### config.mk
export PLATFORM = sky130hd
export DESIGN_NAME = result_engine_flat
export DESIGN_NICKNAME = d
export VERILOG_FILES = /design/src/rtl/result_engine_if.sv /design/src/rtl/result_engine.sv /design/src/flat_wrapper.sv
export SDC_FILE = /design/constraint.sdc
export NUM_CORES = 1
export LEC_CHECK = 0
export CAP_MARGIN = 20
export CELL_PAD_IN_SITES_DETAIL_PLACEMENT = 1
export CELL_PAD_IN_SITES_GLOBAL_PLACEMENT = 1
export CORE_MARGIN = 2
export CORE_UTILIZATION = 30
export CTS_CLUSTER_DIAMETER = 50
export DETAILED_ROUTE_END_ITERATION = 6
export MAX_ROUTING_LAYER = met4
export PLACE_DENSITY = 0.7
export SYNTH_ARGS = -nofsm -noshare
export SYNTH_HDL_FRONTEND = slang
export SYNTH_SLANG_ARGS = --single-unit
### constraint.sdc
create_clock -name clk -period 3.3 [get_ports clk]
set_input_delay 0.33 -clock clk [delete_from_list [all_inputs] [get_ports clk]]
set_output_delay 0.33 -clock clk [all_outputs]
set_load 0.005 [all_outputs]
### src/rtl/result_engine_if.sv
// rtl/result_engine_if.sv - controller/consumer handshake bundle for result_engine
// master drives start/start_address; slave (the engine) drives the results.
interface result_engine_if;
   logic        start;
   logic [3:0]  start_address;
   logic [3:0]  dout;
   logic [15:0] out;
   logic        finish;

   modport master (
      output start,
      output start_address,
      input  dout,
      input  out,
      input  finish
   );

   modport slave (
      input  start,
      input  start_address,
      output dout,
      output out,
      output finish
   );
endinterface

### src/rtl/result_engine.sv
// rtl/result_engine.sv - sequential sum-of-squares over COUNT words of a 16x4 memory
module result_engine #(
   parameter int COUNT = 4
) (
   input  logic              clk,
   input  logic              rst,
   result_engine_if.slave    bus
);

   typedef enum logic [1:0] {
      S_IDLE = 2'd0,
      S_RUN  = 2'd1,
      S_DONE = 2'd2
   } state_t;

   localparam logic [4:0] CNT_LAST = 5'(COUNT - 1);

   state_t      r_state;
   logic [3:0]  r_addr;
   logic [4:0]  r_cnt;
   logic [15:0] r_out;
   logic [3:0]  r_dout;
   logic        r_finish;

   state_t      w_state_n;
   logic [3:0]  w_addr_n;
   logic [4:0]  w_cnt_n;
   logic [15:0] w_out_n;
   logic [3:0]  w_dout_n;
   logic        w_finish_n;

   logic [3:0]  w_word;
   logic [7:0]  w_sq;
   logic [3:0]  w_mem [16];

   always_comb begin
      for (int i = 0; i < 16; i++) begin
         w_mem[i] = 4'(i);
      end
   end

   assign w_word = w_mem[r_addr];

   assign w_sq = {4'd0, w_word} * {4'd0, w_word};

   always_ff @(posedge clk) begin
      if (rst) begin
         r_state  <= S_IDLE;
         r_addr   <= 4'd0;
         r_cnt    <= 5'd0;
         r_out    <= 16'd0;
         r_dout   <= 4'd0;
         r_finish <= 1'b0;
      end else begin
         r_state  <= w_state_n;
         r_addr   <= w_addr_n;
         r_cnt    <= w_cnt_n;
         r_out    <= w_out_n;
         r_dout   <= w_dout_n;
         r_finish <= w_finish_n;
      end
   end

   always_comb begin
      w_state_n  = r_state;
      w_addr_n   = r_addr;
      w_cnt_n    = r_cnt;
      w_out_n    = r_out;
      w_dout_n   = r_dout;
      w_finish_n = r_finish;
      case (r_state)
         S_IDLE, S_DONE: begin
            if (bus.start) begin
               w_addr_n   = bus.start_address;
               w_cnt_n    = 5'd0;
               w_out_n    = 16'd0;
               w_dout_n   = 4'd0;
               w_finish_n = 1'b0;
               w_state_n  = S_RUN;
            end
         end
         S_RUN: begin
            w_out_n  = r_out + {8'd0, w_sq};
            w_dout_n = w_word;
            w_addr_n = r_addr + 4'd1;
            w_cnt_n  = r_cnt + 5'd1;
            if (r_cnt == CNT_LAST) begin
               w_finish_n = 1'b1;
               w_state_n  = S_DONE;
            end
         end
         default: w_state_n = S_IDLE;
      endcase
   end

   assign bus.dout   = r_dout;
   assign bus.out    = r_out;
   assign bus.finish = r_finish;

endmodule

### src/flat_wrapper.sv
// flat-port wrapper written by rule: the top's interface ports become plain ports
module result_engine_flat 
#(
   parameter int COUNT = 4
)
  (clk, rst, bus_start, bus_start_address, bus_dout, bus_out, bus_finish);
  result_engine_if bus_i ();
  input  logic clk;
  input  logic rst;
  input wire logic [$bits(bus_i.start)-1:0] bus_start;
  input wire logic [$bits(bus_i.start_address)-1:0] bus_start_address;
  output wire logic [$bits(bus_i.dout)-1:0] bus_dout;
  output wire logic [$bits(bus_i.out)-1:0] bus_out;
  output wire logic [$bits(bus_i.finish)-1:0] bus_finish;
  assign bus_i.start = bus_start;
  assign bus_i.start_address = bus_start_address;
  assign bus_dout = bus_i.dout;
  assign bus_out = bus_i.out;
  assign bus_finish = bus_i.finish;
  result_engine #(.COUNT(COUNT)) u_core (.clk(clk), .rst(rst), .bus(bus_i));
endmodule
Yosys cells after proc, flatten, opt, wreduce, memory -nomap -nowiden --
Memories as Yosys holds them, arrays and structs flattened. Cells that the tools add are included. Widths: inputs -> output; s select.
Cells by class: reduce and logical (&&, ||, !) cells 6, bitwise operators 1, add/sub/neg operators 3, $mul 1, equality and inequality tests 5, $lt $le $gt $ge 1, mux-type cells 16
Operators by type and width (number):
- $pmux 16 s2 | 1
- $add 16x8->16 | 1
- $mux 16 | 1
- $mux 4 | 4
- $pmux 4 s2 | 2
- $pmux 5 s2 | 1
- $mul 4x4->8 | 1
- $add 5x1->5 const B | 1
- $eq 5x2->1 const B | 1
- $ge 5x5->1 const B | 1
- $mux 5 | 1
- $not 4->5 | 1
- $add 4x1->4 const B | 1
- $mux 2 | 2
- $pmux 2 s2 | 1
- $reduce_and 2->1 | 2
- $reduce_and 3->1 | 1
- $eq 2x1->1 const B | 1
- $eq 2x2->1 const B | 1
- $logic_not 2->1 | 1
- $mux 1 | 2
- $ne 2x1->1 const B | 1
- $ne 2x2->1 const B | 1
- $pmux 1 s2 | 1
- 2 further kinds | 2
Word-level totals: logic and storage cells 40, flip-flop bits (word level) 32, memories kept 1, input bits 7, memory bits (read-only) 64, output and inout port bits 21
Memories:
- (no name shown) | depth 16, width 4, read ports 1, clocked after Yosys merged registers in 0, write ports 0, RTL line result_engine.sv:42 | assign w_word = w_mem[r_addr];

Logic depth before layout (Yosys ltp) --
Gate-level depths: netlist of run 1.
depth after elaboration 7, gate-level depth with buffers 9, depth with buffers taken out 9

Least setup slack after synthesis of run 1 --
Ideal clock, no wire load.
path type flip-flop to flip-flop, start register u_core.r_addr[1], end register u_core.r_out[13] (netlist: u_core.bus.out[13]), path buffers 0, stages on the path, launching flop included 10, arrival 2.607 ns, clock period less this slack 2.730 ns, slack 0.570 ns, setup time 0.123 ns, required time 3.177 ns, cells stage by stage dfxtp_1 nand2b_1 or2_2 fa_1 inv_1 ha_1 nand3_2 a211o_2 a21oi_2 mux2_1
On the way: cells in the longest elaborated chain, start to end 7
Ends and longest elaborated chain:
- start: declaration | RTL line result_engine.sv:19 | logic [3:0] r_addr;
- start signal: assignment | RTL line result_engine.sv:56 | r_addr <= w_addr_n;
- $not 4->5 (implied by the code) | RTL line result_engine.sv:42
- $mem_v2 16x4
- $mux 4 (implied by the code) (2 in a row) | RTL line result_engine.sv:42
- $mul 4x4->8 | RTL line result_engine.sv:44 | assign w_sq = {4'd0, w_word} * {4'd0, w_word};
- $add 16x8->16 | RTL line result_engine.sv:83 | w_out_n = r_out + {8'd0, w_sq};
- $pmux 16 s2 | RTL line result_engine.sv:71 | case (r_state)
- end signal: assignment | RTL line result_engine.sv:58 | r_out <= w_out_n;
- end: declaration | RTL line result_engine.sv:21 | logic [15:0] r_out;
Every way passes these cells. The select of a mux whose other input is x is not followed. A chain may end at the register's enable or synchronous reset.

Worst setup path after layout of run 1 --
start register u_core.r_addr[0], end register u_core.r_out[11] (netlist: u_core.bus.out[11])
The elaborated chain is that of the path after synthesis.

==> results_dict.tcl, run 1 <==
set metrics [dict create \
    r2r_cells 9 \
    n_antenna_cell 0 \
    cts_tree "done" \
    cap_violations 0 \
    end_kind "flip-flop" \
    netlist_area_um2 1950 \
    cts_max_path_buffers 2 \
    synth_flop_cell "dfxtp_1" \
    postCtsSetupRepairBufs 0 \
    fill_cells 766 \
    p_leak_nw 0.949 \
    grt_max_degree 22 \
    timing.rr.end "u_core.bus.out[11]" \
    post-route-min-period_ns 2.92 \
    die_h_um 84.7 \
    viasPerCell 5.40 \
    drive_gt1_share_pct 9.06 \
    grt_pass1_vias 1846 \
    place_inst 323 \
    synth_cell_types 49 \
    skew_ns 0.0111 \
    synth_warnings 0 \
    r2r_slack_ns 0.38 \
    ys_ff_latch 32 \
    hold_depth 2 \
    synth_edf_count 0 \
    period_share_pct 88.6 \
    core_area_um2 6310 \
    first_iter_violations 65 \
    worst_pin_slew_ns 0.747 \
    cp-endpoint "u_core.bus.out[11]" \
    fmax_mhz 342 \
    die_w_um 84.7 \
    critical_path_class "reg2reg" \
    dieArea_um2 7170 \
    yosysSeqAreaShare_pct 32.8 \
    vias 1788 \
    powerDensity_nw_per_um2 393 \
    ctsResizeCount 0 \
    cp-start-kind "flip-flop" \
    synthArstFlopShare_pct 0 \
    maxSlewViolCount 0 \
    hold_viol_final 0 \
    start_util_pct 30.9 \
    clkTransAtPathRegs_ns 0.07 \
    cts_hold_buffers 0 \
    crit_required_ns 3.48 \
    outcome "complete, no violations" \
    final_cells 331 \
    syn_inst 227 \
    cts.sinks 32 \
    finalSetupTns_ns 0 \
    relSlewSlack_pct 50.0 \
    tritoncts.num_buffers 5 \
    clock_latency_ns 0.29 \
    p_total_mw 0.949 \
    path_cells "inv_1, or2_2, fa_1, inv_1, ha_1, nand3_2, a211o_2, a21oi_2, mux2_1" \
    firstDrtPassIters 4 \
    synthToLayoutAreaGrowth_pct 23.8 \
    final_nets 279 \
    fin_util_pct 38.3 \
    place_congestion 0.788 \
    synth.avg_cell_area_um2 8.60 \
    rsz0062_at_grt "no" \
    dp_hpwl_um 3830 \
    port_buffers 27 \
    final_cell_mix "dfxtp_1 (32), clkdlybuf4s50_1 (27), nor2_1 (20), a21oi_1 (18), ha_1 (16)" \
    r2r_start "u_core.r_addr[0]" \
    setup_viol 0 \
    ios 28 \
    drc 0 \
    cp_max_fo 7 \
    track_usage_pct 16.0 \
    startpoint "u_core.r_addr[0]" \
    layout_commonest_cell "dfxtp_1" \
    cp_slowest_stage_delay_ns 0.48 \
    grt_antenna_before_repair 0 \
    ctsHtreeMaxLevel 2 \
    num_rows 29 \
    cp.arrival_ns 3.11 \
    grt_pass1_wl_um 8970 \
    hp-class "reg2reg" \
    crit_top_cell "inv_1" \
    slowest_stage "fa_1" \
    vdd_drop_max_uv 211 \
    antenna_left 0 \
    grt-ovfl-total 0 \
    root_buffer "clkbuf_8" \
    wl_per_cell_um 15.7 \
    synth_nets 253 \
    drt-total-wl_um 5200 \
]
## synth_stat cells, types with 2 or more instances
| master | count | area, um2 |
|---|---|---|
| nand4_1 | 7 | 43.8 |
| buf_2 | 2 | 10.0 |
| xor2_1 | 2 | 17.5 |
| a22oi_1 | 10 | 75.1 |
| ha_1 | 16 | 200 |
| and2_1 | 2 | 12.5 |
| dfxtp_1 | 32 | 641 |
| nor2b_1 | 3 | 18.8 |
| or2_2 | 2 | 12.5 |
| or3_1 | 3 | 18.8 |
| and4_1 | 2 | 17.5 |
| nand4b_1 | 4 | 35.0 |
| or2_0 | 2 | 12.5 |
| nand3b_1 | 3 | 22.5 |
| o22ai_1 | 3 | 18.8 |
| mux2_2 | 2 | 22.5 |
| clkbuf_1 | 8 | 30.0 |
| xnor2_1 | 2 | 17.5 |
| nor3b_1 | 5 | 37.5 |
| fa_1 | 3 | 60.1 |
| nand2b_1 | 3 | 18.8 |
| inv_1 | 10 | 37.5 |
| and3_1 | 2 | 12.5 |
| nand3_1 | 11 | 55.1 |
| nor2_1 | 20 | 75.1 |
| o21ai_0 | 6 | 30.0 |
| a21o_1 | 4 | 30.0 |
| nand2_1 | 12 | 45.0 |
| a21oi_1 | 18 | 90.1 |
| mux2_1 | 3 | 33.8 |
| a21oi_2 | 2 | 17.5 |
| nor3_1 | 6 | 30.0 |
## worst min path at each step
| stage | start | to | slack (ns) |
|---|---|---|---|
| global route | u_core.bus.finish | u_core.bus.finish | 0.50 |
| finish | u_core.bus.finish | u_core.bus.finish | 0.46 |
| floorplan | u_core.r_cnt[4] | u_core.r_cnt[4] | 0.45 |
| global placement | u_core.bus.finish | u_core.bus.finish | 0.45 |
| CTS | u_core.bus.finish | u_core.bus.finish | 0.47 |
| detailed placement | u_core.bus.finish | u_core.bus.finish | 0.46 |
## layer usage
| layer | routed length (um) | GRT usage, % | up-vias |
|---|---|---|---|
| li1 | - | - | 879 |
| met1 | 2550 | 20.5 | 892 |
| met2 | 2490 | 25.7 | 10 |
| met3 | 69 | 2.65 | 7 |
| met4 | 91 | 5.63 | 0 |
| met5 | 0 | - | - |
## report_power, final
part / total [mW] / internal (mW) / leakage (nW) / switching [mW]
Combinational: 0.116 / 0.0471 / 0.625 / 0.0694
Sequential: 0.411 / 0.396 / 0.259 / 0.0146
Clock: 0.421 / 0.267 / 0.0645 / 0.155
Total: 0.949 / 0.710 / 0.949 / 0.239
## registers in the layout (all words and copies together) (netlist names)
register and flops:
u_core.bus.out 16, u_core.r_cnt 5, u_core.bus.dout 4, u_core.r_addr 4, u_core.r_state 2, u_core.bus.finish 1
## kinds of logic (layout without fill, tap and decap cells)
kind of cell / count (synthesis) / in the layout / synth area share, %
xor gates and xnor gates: 4 / 4 / 1.80
and+or+nand+nor: 92 / 92 / 26.1
AOI/OAI and AO/OA: 52 / 52 / 17.6
DFF: 32 / 32 / 32.8
adders and majority gates: 19 / 19 / 13.3
muxes: 6 / 6 / 3.40
buffers and inverters: 22 / 49 / 4.94
## critical path, delay by kind of cell (launching register included)
kind | cells | cell delay (ns)
adders and majority gates | 2 | 0.86
AOI/OAI and AO/OA | 2 | 0.54
DFF | 1 | 0.47
and+or+nand+nor | 2 | 0.44
muxes | 1 | 0.32
buffers and inverters | 2 | 0.18
## layout make-up
| class | instances | area [um2] | share of cell area [%] |
|---|---|---|---|
| clock buffer | 7 | 96.3 | 3.99 |
| sequential | 32 | 641 | 26.5 |
| inverter | 10 | 37.5 | 1.55 |
| multi-input combinational | 173 | 1210 | 50.3 |
| timing repair buffer | 31 | 300 | 12.4 |
| tap | 77 | 96.3 | 3.99 |
| clock inverter | 1 | 30.0 | 1.24 |
## through the flow
stage / hold slack, ns / worst slack (ns) / area (um2)
floorplan: 0.452 / 0.570 / 1950
global route: 0.502 / 0.231 / 2420
finish: 0.461 / 0.375 / 2420
global placement: 0.448 / 0.455 / 2290
detailed placement: 0.456 / 0.378 / 2290
CTS: 0.471 / 0.361 / 2420
No activity file was read; power rests on OpenSTA's default activity.
==> inputs of run 2 (changes only) <==
==> constraint.sdc (replaced) <==
create_clock -name clk -period 3 [get_ports clk]
set_input_delay 0.3 -clock clk [delete_from_list [all_inputs] [get_ports clk]]
set_output_delay 0.3 -clock clk [all_outputs]
set_load 0.005 [all_outputs]
==> run 2 against run 1 <==
Hold slack improved by 0.0041 ns. Total power increased by 6.1%. Sequential share of layout area about the same. Wire length increased by 0.75%. Clock power about the same. Critical path type unchanged. Cell area about the same. Highest routed layer unchanged. Core utilization about the same. Critical endpoint unchanged.
==> results_dict.tcl, run 2 (synthesis gave the netlist of run 1 again) <==
set metrics [dict create \
    cp-start-kind "flip-flop" \
    grt-ovfl-total 0 \
    regArea_um2 642 \
    grt_pass1_vias 1838 \
    start_util_pct 30.9 \
    grt_antenna_before_repair 0 \
    clkPwrFrac_pct 42.0 \
    end_kind "flip-flop" \
    viasPerCell 5.35 \
    cap_violations 0 \
    busiest_layer "met2" \
    skew_ns 0.0139 \
    n_antenna_cell 0 \
    relSlewSlack_pct 44.0 \
    cts_tree "done" \
    post-route-min-period_ns 2.85 \
    die_w_um 84.7 \
    crit_required_ns 3.17 \
    cts.sinks 32 \
    cp.arrival_ns 3.01 \
    vdd_drop_max_uv 307 \
    p_leak_nw 0.950 \
    final_cell_mix "dfxtp_1 (31), clkdlybuf4s50_1 (27), nor2_1 (20), a21oi_1 (18), ha_1 (16)" \
    place_congestion 0.792 \
    powerDensity_nw_per_um2 417 \
    setup_viol 0 \
    hp-class "reg2reg" \
    final_cells 333 \
    fill_cells 752 \
    rsz0062_at_grt "no" \
    place_inst 325 \
    dp_hpwl_um 3860 \
    cts_hold_buffers 0 \
    final_nets 281 \
    track_usage_pct 16.0 \
    fin_util_pct 38.3 \
    largest_reg_flops 16 \
    dieArea_um2 7170 \
    ios 28 \
    period_share_pct 94.9 \
    layout_commonest_cell "dfxtp_1" \
    num_rows 29 \
    use_met3_pct 3.44 \
    vias 1782 \
    grt_pass1_wl_um 8910 \
    tritoncts.num_buffers 5 \
    drive_gt1_share_pct 10.2 \
    maxSlewViolCount 0 \
    synthToLayoutAreaGrowth_pct 23.8 \
    critical_path_class "reg2reg" \
    drt-total-wl_um 5240 \
    firstDrtPassIters 4 \
    p_int_mw 0.737 \
    switching_share_pct 26.8 \
    cp_max_fo 7 \
    clock_latency_ns 0.29 \
    hold_viol_final 0 \
    die_h_um 84.7 \
    clkTransAtPathRegs_ns 0.08 \
    port_buffers 27 \
    use_met1_pct 20.1 \
    core_area_um2 6310 \
    outcome "complete, no violations" \
    seq_power_share_pct 44.5 \
    worst_pin_slew_ns 0.838 \
    cts_max_path_buffers 2 \
    grt_util_met2_pct 25.4 \
    grt_max_degree 23 \
    drc 0 \
    ctsHtreeMaxLevel 2 \
    antenna_left 0 \
    finalSetupTns_ns 0 \
    p_switching_mw 0.270 \
    first_iter_violations 64 \
    fmax_mhz 351 \
    root_buffer "clkbuf_8" \
    p_comb_share_pct 13.5 \
    multi_input_area_um2 1210 \
    wl_per_cell_um 15.7 \
]
-- run 2: area by class of cell --
class	instances	area share, %
clock buffers	5	2.85
clock inverters	3	1.76
inverters	10	1.55
multi-input cells	173	50.3
flip-flops and latches	32	26.6
well taps	77	3.99
repair buffers	33	13.0
-- run 2: worst paths after layout --
path,slack (ns),cells past startpoint,end,from
hold reg to reg,0.46,2,u_core.bus.finish,u_core.bus.finish
setup / recovery,0.15,9,u_core.bus.out[11],u_core.r_addr[0]
hold / removal,0.46,2,u_core.bus.finish,u_core.bus.finish
setup reg to reg,0.15,9,u_core.bus.out[11],u_core.r_addr[0]
-- run 2: power groups by stage --
stage          Combinational, mW  Clock [mW]  Sequential (mW)
2_1_floorplan             0.0869           0            0.457
3_3_place_gp               0.136           0            0.457
3_5_place_dp               0.137           0            0.458
4_1_cts                    0.138       0.434            0.448
5_1_grt                    0.152       0.453            0.450
6_report                   0.136       0.423            0.448
-- run 2: repair_timing --
| item | in CTS | in global routing |
|---|---|---|
| resized for setup | 0 | 1 |
| setup endpoints to repair | 0 | 3 |
| setup buffers | 0 | 0 |
-- run 2: routing by layer --
metal  vias to the layer above  part of all wire [%]
met3                         7                   3.3
li1                        877                     -
met4                         0                   1.5
met1                       869                    46
met2                        29                    49
met5                         -                     0
-- run 2: metrics by stage --
| step | hold WS (ns) | area [um2] | power (mW) | worst slack, ns |
|---|---|---|---|---|
| global route | 0.483 | 2420 | 1.06 | 0.0208 |
| floorplan | 0.452 | 1950 | 0.544 | 0.270 |
| global placement | 0.449 | 2300 | 0.593 | 0.177 |
| detailed placement | 0.452 | 2300 | 0.595 | 0.0975 |
| CTS | 0.471 | 2420 | 1.02 | 0.0641 |
| finish | 0.465 | 2420 | 1.01 | 0.153 |
-- run 2: worst max-delay path, stage by stage (launching register included) --
cell and delay (ns):
dfxtp_2 0.39, inv_1 0.10, or2_2 0.31, fa_1 0.48
inv_1 0.04, ha_1 0.37, nand3_2 0.14, a211o_2 0.42
a21oi_2 0.14, mux2_1 0.33
